[config.mk]
export PLATFORM = sky130hd
export DESIGN_NAME = vending_controller
export DESIGN_NICKNAME = d
export VERILOG_FILES = /design/src/rtl/vending_controller.sv
export SDC_FILE = /design/constraint.sdc
export NUM_CORES = 1
export LEC_CHECK = 0
export BUFFER_PORTS_ARGS = -buffer_cell sky130_fd_sc_hd__buf_2
export CAP_MARGIN = 5
export CORE_MARGIN = 2
export CORE_UTILIZATION = 45
export DETAILED_ROUTE_END_ITERATION = 10
export HOLD_SLACK_MARGIN = 0.06
export PLACE_DENSITY_LB_ADDON = 0.15
export SYNTH_ARGS = -nofsm -noshare
export SYNTH_HDL_FRONTEND = slang
export SYNTH_SLANG_ARGS = --single-unit
[constraint.sdc]
create_clock -name clock -period 9.38 [get_ports clock]
set_input_delay 1.876 -clock clock [delete_from_list [all_inputs] [get_ports clock]]
set_output_delay 1.876 -clock clock [all_outputs]
set_load 0.02 [all_outputs]
[src/rtl/vending_controller.sv]
// Coin-operated vending controller: saturating credit, one-hot product select,
// cancel/refund, and paced coin-by-coin change output.
module vending_controller #(
  parameter int CREDIT_WIDTH = 8,
  parameter int PRODUCTS     = 4,
  parameter int BASE_PRICE   = 15,
  parameter int PRICE_STEP   = 5,
  parameter int MAX_CREDIT   = 35,
  parameter int NICKEL       = 5,
  parameter int DIME         = 10,
  parameter int QUARTER      = 25,
  parameter int DISPENSE_GAP = 2,
  localparam int PIDX_W = (PRODUCTS > 1) ? $clog2(PRODUCTS) : 1
) (
  input  logic                    clock,
  input  logic                    reset,
  input  logic                    enable,
  input  logic [2:0]              button,
  input  logic                    cancel,
  input  logic [PRODUCTS-1:0]     switch,
  output logic [CREDIT_WIDTH-1:0] amount,
  output logic [CREDIT_WIDTH-1:0] cost,
  output logic                    vend,
  output logic [PIDX_W-1:0]       product,
  output logic [2:0]              coin_out,
  output logic                    busy
);

  localparam int SUM_W = CREDIT_WIDTH + 1;
  localparam int GAP_W = (DISPENSE_GAP > 1) ? $clog2(DISPENSE_GAP) : 1;
  localparam logic [GAP_W-1:0] GAP_LAST = GAP_W'(DISPENSE_GAP - 1);

  if (MAX_CREDIT >= (2 ** CREDIT_WIDTH)) begin : g_bad_cap
    $error("MAX_CREDIT does not fit in CREDIT_WIDTH");
  end
  if ((BASE_PRICE + (PRODUCTS - 1) * PRICE_STEP) >= (2 ** CREDIT_WIDTH)) begin : g_bad_price
    $error("highest product price does not fit in CREDIT_WIDTH");
  end
  if (DISPENSE_GAP < 1) begin : g_bad_gap
    $error("DISPENSE_GAP must be at least 1");
  end

  typedef enum logic [1:0] {
    ST_COLLECT = 2'd0,
    ST_VEND    = 2'd1,
    ST_CHANGE  = 2'd2,
    ST_GAP     = 2'd3
  } state_t;

  state_t                  state_r, state_nxt_s;
  logic [2:0]              prev_r;
  logic [GAP_W-1:0]        gap_cnt_r, gap_cnt_nxt_s;
  logic [CREDIT_WIDTH-1:0] amount_nxt_s;
  logic                    vend_nxt_s;
  logic [PIDX_W-1:0]       product_nxt_s;
  logic [2:0]              coin_nxt_s;

  logic [2:0]              edge_s;
  logic [SUM_W-1:0]        coin_val_s, sum_s;
  logic [CREDIT_WIDTH-1:0] sat_s;
  logic                    sel_valid_s;
  logic [PIDX_W-1:0]       sel_idx_s;
  logic [SUM_W-1:0]        sel_price_s;
  logic                    cancel_take_s, buy_s;
  logic [2:0]              chg_coin_s;
  logic [CREDIT_WIDTH-1:0] chg_val_s;

  function automatic logic [SUM_W-1:0] price_of(input logic [PIDX_W-1:0] idx);
    return SUM_W'(BASE_PRICE) + SUM_W'(idx) * SUM_W'(PRICE_STEP);
  endfunction

  // Input decode: coin edges, saturated credit, product selection and change coin.
  always_comb begin
    edge_s = button & ~prev_r;
    case (edge_s)
      3'b001:  coin_val_s = SUM_W'(NICKEL);
      3'b010:  coin_val_s = SUM_W'(DIME);
      3'b100:  coin_val_s = SUM_W'(QUARTER);
      default: coin_val_s = '0;
    endcase
    sum_s = {1'b0, amount} + coin_val_s;
    sat_s = (sum_s > SUM_W'(MAX_CREDIT)) ? CREDIT_WIDTH'(MAX_CREDIT) : sum_s[CREDIT_WIDTH-1:0];

    sel_valid_s = $onehot(switch);
    sel_idx_s   = '0;
    for (int i = 0; i < PRODUCTS; i++) begin
      sel_idx_s = sel_idx_s | (switch[i] ? PIDX_W'(i) : PIDX_W'(0));
    end
    sel_price_s = price_of(sel_idx_s);
    cost        = sel_valid_s ? sel_price_s[CREDIT_WIDTH-1:0] : '0;

    cancel_take_s = cancel && (amount != '0);
    buy_s = (edge_s == 3'b000) && sel_valid_s && ({1'b0, amount} >= sel_price_s);

    if (amount >= CREDIT_WIDTH'(QUARTER)) begin
      chg_coin_s = 3'b100;
      chg_val_s  = CREDIT_WIDTH'(QUARTER);
    end else if (amount >= CREDIT_WIDTH'(DIME)) begin
      chg_coin_s = 3'b010;
      chg_val_s  = CREDIT_WIDTH'(DIME);
    end else if (amount >= CREDIT_WIDTH'(NICKEL)) begin
      chg_coin_s = 3'b001;
      chg_val_s  = CREDIT_WIDTH'(NICKEL);
    end else begin
      chg_coin_s = 3'b000;
      chg_val_s  = '0;
    end
  end

  // Next-state logic.
  always_comb begin
    state_nxt_s = state_r;
    case (state_r)
      ST_COLLECT: begin
        if (cancel_take_s) begin
          state_nxt_s = ST_CHANGE;
        end else if (buy_s) begin
          state_nxt_s = ST_VEND;
        end else begin
          state_nxt_s = ST_COLLECT;
        end
      end
      ST_VEND:   state_nxt_s = (amount != '0) ? ST_CHANGE : ST_COLLECT;
      ST_CHANGE: state_nxt_s = (chg_val_s != '0) ? ST_GAP : ST_COLLECT;
      ST_GAP: begin
        if (gap_cnt_r == GAP_LAST) begin
          state_nxt_s = (amount != '0) ? ST_CHANGE : ST_COLLECT;
        end else begin
          state_nxt_s = ST_GAP;
        end
      end
      default: state_nxt_s = ST_COLLECT;
    endcase
  end

  // Next values of the registered outputs; a cancel keeps the credit as the refund.
  always_comb begin
    amount_nxt_s  = amount;
    vend_nxt_s    = 1'b0;
    product_nxt_s = product;
    coin_nxt_s    = 3'b000;
    gap_cnt_nxt_s = gap_cnt_r;
    case (state_r)
      ST_COLLECT: begin
        if (cancel_take_s) begin
          amount_nxt_s = amount;
        end else if ($onehot(edge_s)) begin
          amount_nxt_s = sat_s;
        end else if (buy_s) begin
          amount_nxt_s  = amount - sel_price_s[CREDIT_WIDTH-1:0];
          vend_nxt_s    = 1'b1;
          product_nxt_s = sel_idx_s;
        end else begin
          amount_nxt_s = amount;
        end
      end
      ST_VEND: amount_nxt_s = amount;
      ST_CHANGE: begin
        // A sub-nickel residue cannot be paid out and is dropped.
        amount_nxt_s  = (chg_val_s != '0) ? (amount - chg_val_s) : '0;
        coin_nxt_s    = chg_coin_s;
        gap_cnt_nxt_s = '0;
      end
      ST_GAP:  gap_cnt_nxt_s = gap_cnt_r + GAP_W'(1);
      default: amount_nxt_s = '0;
    endcase
  end

  // State and output registers; everything advances only on enable ticks.
  always_ff @(posedge clock) begin
    if (reset) begin
      state_r   <= ST_COLLECT;
      prev_r    <= 3'b111;
      gap_cnt_r <= '0;
      amount    <= '0;
      vend      <= 1'b0;
      product   <= '0;
      coin_out  <= 3'b000;
      busy      <= 1'b0;
    end else if (enable) begin
      state_r   <= state_nxt_s;
      prev_r    <= button;
      gap_cnt_r <= gap_cnt_nxt_s;
      amount    <= amount_nxt_s;
      vend      <= vend_nxt_s;
      product   <= product_nxt_s;
      coin_out  <= coin_nxt_s;
      busy      <= (state_nxt_s != ST_COLLECT);
    end
  end

endmodule

Word-level counts from Yosys, hierarchy flattened
Index checks and enable logic that the tools add are counted.
- latch bits: 0
- input port bits: 11
- word-level logic and storage cells: 82
- bits in registers: 21
- memories kept: 0
- output and inout bits: 23
- RAM bits: 0
- memory bits (read-only): 0
- add/subtract/negate cells: 10
- shift operators: 0
- divide/modulo/power cells: 0
- reduce and logical (&&, ||, !) cells: 13
- multiplexer cells: 29
- bitwise logic cells: 6
- equality and inequality tests: 10
- order comparisons: 5
- multiply operators: 1
- operators with widths (operator ; count):
    8-bit 2-to-1 mux ; 5
    8-bit one-hot mux with 2 select lines ; 1
    8-bit nonzero test ; 2
    5-bit one-hot mux with 3 select lines ; 1
    2-bit 2-to-1 mux ; 7
    8-bit by 9-bit adder with 9-bit output ; 1
    9-bit by 6-bit > comparator with 1-bit output, second input constant ; 1
    3-bit 2-to-1 mux ; 3
    8-bit by 3-bit >= comparator with 1-bit output, second input constant ; 1
    8-bit by 4-bit >= comparator with 1-bit output, second input constant ; 1
    8-bit by 5-bit >= comparator with 1-bit output, second input constant ; 1
    8-bit by 6-bit >= comparator with 1-bit output ; 1
    2-bit one-hot mux with 4 select lines ; 1
    8-bit by 6-bit subtractor with 8-bit output ; 1
    8-bit subtractor ; 1
    1-bit 2-to-1 mux ; 7
    1-bit by 1-bit adder with 2-bit output ; 3
    4-bit by 5-bit adder with 6-bit output, first input constant ; 1
    3-bit by 1-bit == test with 1-bit output, second input constant ; 2
    6-bit 2-to-1 mux ; 1
    2-bit nonzero test ; 3
    2-bit by 3-bit multiplier with 5-bit output, second input constant ; 1
    5-bit 2-to-1 mux ; 1
    5-bit AND reduction ; 1
    21 further kinds ; 26

Logic depth before layout (Yosys ltp)
Gate-level depths: netlist (run 1).
- word-level depth: 11
- depth in mapped cells: 13
- depth with buffers taken out: 13

Worst setup path before layout (run 1)
Ideal clock, no wire load.
- kind: input -> output
- start point: input port switch[0]
- end point: output port cost[0]
- required time: 7.504 ns
- cell stages on the path: 8
- setup slack: 3.826 ns
- arrival: 3.678 ns
- path buffers: 1
- cells stage by stage: inv_1 > fa_1 > inv_1 > ha_1 > ha_1 > or3b_1 > clkbuf_1 > nor2_1
- longest elaborated chain between the ends: 4
- RTL lines (what ; RTL line ; RTL):
    start: declaration ; 20 ; input logic [PRODUCTS-1:0] switch,
    1-bit by 1-bit adder with 2-bit output (implied by the code) ; 84 ; sel_valid_s = $onehot(switch);
    2-bit by 2-bit adder with 3-bit output (implied by the code) ; 84 ;
    3-bit by 1-bit == test with 1-bit output ; 84 ;
    6-bit 2-to-1 mux ; 90 ; cost = sel_valid_s ? sel_price_s[CREDIT_WIDTH-1:0] : '0;
    end: declaration ; 22 ; output logic [CREDIT_WIDTH-1:0] cost,
Every way passes these cells.

Final worst setup path (run 1)
- start point: input port switch[0]
- end point: output port cost[2]
The elaborated chain is that of the path after synthesis.

==> results of run 1 <==
[registers in the layout, summed over array words and instances, names as in the netlist]
register,cells
prev_r,3
amount,8
state_r,2
vend,1
busy,1
product,2
coin_out,3
gap_cnt_r,1
[logic make-up (layout without fill, tap and decap cells)]
logic type / after synthesis / in the layout / share of synthesized area (%)
XOR/XNOR: 5 / 5 / 2.01
other: 1 / 2 / 0.172
AND/OR/NAND/NOR: 108 / 108 / 25.0
flip-flops: 21 / 21 / 19.3
buffers and inverters: 30 / 56 / 6.25
adder cells (fa/ha/maj): 29 / 29 / 18.4
AO/OA/AOI/OAI: 87 / 87 / 28.5
multiplexers: 1 / 1 / 0.459
[per-stage QoR]
stage	hold WS, ns	instances	power [mW]	cell area [sq um]	setup slack, ns
floorplan	0.482	283	0.420	2180	3.83
global placement	0.451	359	0.501	2350	3.80
detailed placement	0.458	359	0.505	2350	3.76
CTS	0.475	363	0.570	2400	3.76
global route	0.505	363	0.617	2400	3.64
finish	0.469	363	0.570	2400	3.77
[layout make-up]
type                    instances  area, sq um
well taps                      54         67.6
clock buffers                   3         41.3
repair buffers                 31          155
flip-flops and latches         21          420
clock inverters                 1         5.00
fillers                       480         2300
inverters                      21         78.8
multi-input cells             232         1630
[per-layer routing]
metal | share of wire [%] | vias up
met2 | 48 | 50
met5 | 0 | -
met1 | 47 | 974
met3 | 4.1 | 6
met4 | 1.0 | 0
li1 | - | 1078
[tightest hold or removal path, stage by stage, from the launching register on]
cell     delay [ns]
dfxtp_1        0.32
nand2_1        0.06
a21oi_1        0.05
[power groups by stage]
stage / clock [mW] / sequential (mW) / combinational [mW]
final: 0.0610 / 0.130 / 0.378
after global placement: 0 / 0.132 / 0.370
after floorplan: 0 / 0.136 / 0.285
after detailed placement: 0 / 0.132 / 0.374
after global routing: 0.0655 / 0.133 / 0.418
after CTS: 0.0643 / 0.130 / 0.376
[final timing paths]
kind,to,from,depth (start not counted),slack (ns)
max,cost[2],switch[0],9,3.77
min,coin_out[2],coin_out[2],2,0.47
max reg2reg,amount[2],prev_r[2],11,6.06
min reg2reg,coin_out[2],coin_out[2],2,0.47
[cell usage after synthesis, types with 2 or more instances]
cell | n | area (sq um)
nor2_1 | 38 | 143
ha_1 | 24 | 300
a21oi_1 | 23 | 115
dfxtp_1 | 21 | 420
inv_1 | 21 | 78.8
nand2_1 | 16 | 60.1
o21ai_0 | 11 | 55.1
nor2b_1 | 9 | 56.3
nand3_1 | 8 | 40.0
nor3_1 | 8 | 40.0
a211oi_1 | 6 | 45.0
nand2b_1 | 6 | 37.5
a31oi_1 | 5 | 31.3
clkbuf_1 | 5 | 18.8
fa_1 | 5 | 100
a211o_1 | 4 | 35.0
o21a_1 | 4 | 30.0
or2_2 | 4 | 25.0
or3_1 | 4 | 25.0
a21o_1 | 3 | 22.5
a22oi_1 | 3 | 22.5
a311oi_2 | 3 | 45.0
xnor2_1 | 3 | 26.3
and2_1 | 2 | 12.5
and3_1 | 2 | 12.5
buf_4 | 2 | 15.0
nand3b_1 | 2 | 15.0
o21bai_1 | 2 | 15.0
o221ai_1 | 2 | 17.5
o22ai_1 | 2 | 12.5
o31a_1 | 2 | 17.5
o31ai_1 | 2 | 15.0
xor2_1 | 2 | 17.5
[cell usage in the layout (no fill, tap or decap), types with 3 or more instances in the layout]
| cell | synthesis | final |
|---|---|---|
| o21ai_0 | 11 | 11 |
| o21a_1 | 4 | 4 |
| nor2b_1 | 9 | 9 |
| or2_2 | 4 | 4 |
| dfxtp_1 | 21 | 21 |
| buf_2 | 0 | 31 |
| nand2b_1 | 6 | 6 |
| nand2_1 | 16 | 16 |
| nand3_1 | 8 | 8 |
| a211o_1 | 4 | 4 |
| fa_1 | 5 | 5 |
| inv_1 | 21 | 21 |
| nor2_1 | 38 | 38 |
| a31oi_1 | 5 | 5 |
| a21o_1 | 3 | 3 |
| a21oi_1 | 23 | 23 |
| or3_1 | 4 | 4 |
| a211oi_1 | 6 | 6 |
| xnor2_1 | 3 | 3 |
| a311oi_2 | 3 | 3 |
| a22oi_1 | 3 | 3 |
| clkbuf_8 | 0 | 3 |
| nor3_1 | 8 | 8 |
| ha_1 | 24 | 24 |
==> impl_results.md, run 1 <==
* Outcome: complete, no violations
* Final TNS setup at 0 ns
* WL per Instance at approximately 15 um
* Final cycle utilization of the critical path at between 50% and 60%
* Max incr delay on CP at ~0.53 ns
* Top-Level Pins at 34
* Area Overhead vs Synth at 9.87%
* Remaining Overflow, GRT at 0
* Via count at about 2100
* Routed WL at about 5.5 mm
* Clock slew at reported path FFs at about 0.08 ns
* Final min period at approximately 5.6 ns
* Clock group share of total power at approximately a tenth
* Met1 Usage GRT at between 20% and 30%
* CTS Buf Count at 3
* CP delay by family, top: adder cells
* Initial antenna violation count at 0
* Synth cell types at between 60 and 70
* Worst Tran Pin Value at 0.668 ns
* HPWL after DPL at between 4 and 5 mm
* GRT busiest layer: met2
* Die area at 5420 sq um
* Post-synth top flop: dfxtp_1
* Worst Path Required at 7.50 ns
* Relative slew slack at a little under three fifths
* Vias in the first global route at approximately 2000
* Port Buffers at 31
* Cells after Synth at between 200 and 300
* Synth warn at 0
* Sinks on Clock Net at 21
* CP Capture Type: primary output
* Vias per Instance at 5.81
* CTS resizes at 0
* Die H at around 74 um
* Sequential power share at ~23%
* Power per standard cell area at approximately 240 nW/um^2
* Crit path max-delay cell type: fa_1
* Worst-path maximum fanout at 7
* CTS tree: done
* Postcts setup bufs at 0
* Worst path bufs/invs at 4
* Sequential share of the synthesized area at between 10% and 20%
* First-pass iteration count of the detailed router at 4
* Post-layout util at between 50 and 60%
* Worst skew pair latency at approximately 0.26 ns
* Combinational Power Share at between 60 and 70%
* Final hold vios at 0
* Synth async-reset ratio at 0%
* Sw frac at 48.8%
* Crit Path Class: input port to primary output
* Final setup violation count at 0
* Die width at between 70 and 80 um
* Syn avg cell area at between 7 and 8 sq um
* RSZ-0062 raised after global routing: false
* Nets at between 300 and 400
* Initial Util at 46.5%
* First-pass GRT wire length at ~9 mm
* Int Pwr at just under 0.3 mW
* Hold buffer count at CTS at 0
* Clock Tree Buf Depth at 2
* Rows at 25
* Register bit total from synthesis at 21
* Antenna viol nets, final at 0
* Total track usage at a little over a fifth
* EDFF count, synth at 0
* Net Sw Power at 0.278 mW
* Largest net degree at the start of global routing at 25
* WP data arrival at about 3.7 ns
* Htree depth at 1
* GR Layer Usage met2 at a little under two fifths
* Remaining DRCs at 0
* Grt met3 use at 3.57%
* CP cell instances: buf_2 > inv_1 > fa_1 > inv_1 > ha_1 > ha_1 > or3b_1 > nor2_1 > buf_2
* Root buffer cell: clkbuf_8
* Slew Viols, Final at 0
* Initial drt markers at ~140
* Pleak at 1.07 nW
* Min-Delay Path Class: flop to flop
* Cell area after synthesis at about 2200 sq um
* Worst VDD drop at 0.162 mV
* GP Congestion at about 0.85
* Share of cells above drive strength 1 at roughly 17%
* Max-cap viol count at 0
* Crit path launch type: input port
* Core area at around 4700 sq um
* N_diodes at 0
* Fmax at ~0.18 GHz
* Worst Clk Skew at 0.00118 ns
(Power assumes the default switching activity.)
==> run 2, diff against run 1 <==
==> constraint.sdc (replaced) <==
create_clock -name clock -period 4.5 [get_ports clock]
set_input_delay 0.9 -clock clock [delete_from_list [all_inputs] [get_ports clock]]
set_output_delay 0.9 -clock clock [all_outputs]
set_load 0.02 [all_outputs]
==> run 2 against run 1 <==
  * First-iteration DRC count shrank 12%
  * Global-route usage grew 1.2 points
  * Combinational power grew 120%
  * Wire length grew 5.7%
  * Register-to-register slack lost 4.9 ns
  * Final cell count grew 1.1%
  * Count of clock-buffer cells in the layout is the same
==> impl_results.md, run 2 (synthesized netlist as in run 1, its figures left out) <==
* Worst Path Required at 3.60 ns (-3.90 ns)
* Crit Path Class: input port to primary output
* Worst Tran Pin Value at 0.706 ns (+0.0383 ns)
* Worst-path maximum fanout at 7 (unchanged)
* Total track usage at 22.7% (+1.2 points)
* Setup WS pre-CTS at 0.609 ns (-3.15 ns)
* First-pass GRT wire length at 9.60 mm (+5.5%)
* Port Buffers at 31 (unchanged)
* Min-Delay Path Class: flop to flop
* Routed WL at 5.80 mm (+5.7%)
* Rows at 25 (unchanged)
* Initial Util at 46.5% (unchanged)
* Final Cell Area at 2430 sq um (+1.4%)
* Post-Layout Cell Count at 367 (+1.1%)
* CP delay by family, top: adder cells
* WL per Instance at 15.8 um (+4.6%)
* Hold buffer count at CTS at 0 (unchanged)
* Vias in the first global route at 1996 (+1.9%)
* Share of cells above drive strength 1 at 17.6% (+1.1 points)
* RSZ-0062 raised after global routing: false
* Number of flip-flops in the largest register at 8 (unchanged)
* Vias per Instance at 5.87 (+1.1%)
* Final TNS setup at 0 ns (unchanged)
* Die width at 73.6 um (unchanged)
* Final setup violation count at 0 (unchanged)
* Worst skew pair latency at 0.27 ns (about the same)
* Max-cap viol count at 0 (unchanged)
* Final cycle utilization of the critical path at 82.4%
* Area Overhead vs Synth at 11.4%
* Slew Viols, Final at 0 (unchanged)
* Die area at 5420 sq um (unchanged)
* WHS at 0.464 ns (-0.00463 ns)
* CTS resizes at 0 (unchanged)
* Clock slew at reported path FFs at 0.08 ns (about the same)
* Worst VDD drop at 0.320 mV (+98%)
* Final min period at between 3 and 4 ns
* CP Capture Type: primary output
* Clock Tree Buf Depth at 2 (unchanged)
* Fmax at approximately 0.27 GHz
* Postcts setup bufs at 0 (unchanged)
* Via count at 2154 (+2.2%)
* Initial drt markers at 125 (-12%)
* CP cell instances: buf_2 > inv_1 > fa_1 > inv_1 > ha_1 > ha_1 > or3b_1 > nor2_1 > buf_2
* Crit path launch type: input port
* Die H at 73.6 um (unchanged)
* GP Congestion at 0.907 (+6.8%)
* CTS tree: done
* First-pass iteration count of the detailed router at 4 (unchanged)
* Worst Clk Skew at 0.00320 ns (+0.00202 ns)
* Largest net degree at the start of global routing at 25 (unchanged)
* Final worst slack at 0.790 ns (-2.98 ns)
* Outcome: complete, no violations
* Leading cell type in the layout, fill and taps excluded: nor2_1
* Sinks on Clock Net at 21 (unchanged)
* Power per standard cell area at 500 nW/um^2 (+110%)
* Root buffer cell: clkbuf_8
* Remaining DRCs at 0 (unchanged)
* Relative slew slack at 52.8% (-2.6 points)
* HPWL after DPL at 4.58 mm (+5.2%)
* Total Power at 1.22 mW (+110%)
* Htree depth at 1 (unchanged)
* N_diodes at 0 (unchanged)
* Core area at 4690 sq um (unchanged)
* Pleak at 1.08 nW (+1.6%)
* Antenna viol nets, final at 0 (unchanged)
* Post-layout util at 51.8% (+0.69 points)
* Top-Level Pins at 34 (unchanged)
* Remaining Overflow, GRT at 0 (unchanged)
* Nets at 354 (+1.1%)
* Most flop-heavy register: amount
* Crit path max-delay cell type: fa_1
* Worst path bufs/invs at 4 (unchanged)
* Most frequent cells in the layout: nor2_1 (38), buf_2 (31), ha_1 (24)
* Max incr delay on CP at 0.52 ns (about the same)
* Initial antenna violation count at 0 (unchanged)
* Dpl cells at 363 (+1.1%)
* Placed inst area at 2380 sq um (+1.3%)
* Final hold vios at 0 (unchanged)
* CTS Buf Count at 3 (unchanged)
* Top Registers: amount (8), coin_out (3), prev_r (3)
* WP data arrival at 2.81 ns (-0.93 ns)
==> run 2: changes by cell type in the layout (fill, tap and decap cells not counted) <==
cell / delta
buf_4: +4
clkinvlp_4: +1
clkinv_2: -1
==> run 2: worst min-delay path: stages, from the launching register on <==
cell	delay, ns
dfxtp_1	0.31
nand2_1	0.06
a21oi_1	0.05
==> run 2: path summary, 6_finish.rpt <==
path                                    end  depth (start not counted)  slack (ns)         from
worst max-delay path                cost[4]                          9        0.79    switch[0]
worst min-delay path            coin_out[2]                          2        0.46  coin_out[2]
worst max register to register    amount[6]                         12        1.14    amount[4]
worst min register to register  coin_out[2]                          2        0.46  coin_out[2]
==> run 2: final cells by class <==
cell class              instances  area (sq um)
well taps                      54          67.6
clock buffers                   3          41.3
multi-input cells             232          1630
flip-flops and latches         21           420
repair buffers                 35           185
clock inverters                 1          7.51
fillers                       471          2260
inverters                      21          78.8
==> run 2: power breakdown <==
part,leakage [nW],switching [mW],internal [mW]
Combinational,0.891,0.482,0.341
Clock,0.0217,0.0690,0.0627
Sequential,0.171,0.0476,0.213
Total,1.08,0.598,0.617
==> run 2: layer usage <==
metal / GRT usage (%) / part of all wire, % / up-vias
met3: 3.16 / 5.7 / 8
met2: 37.0 / 47 / 65
met5: 0 / 0 / -
met1: 31.6 / 46 / 995
met4: 5.25 / 1.2 / 0
li1: - / - / 1086
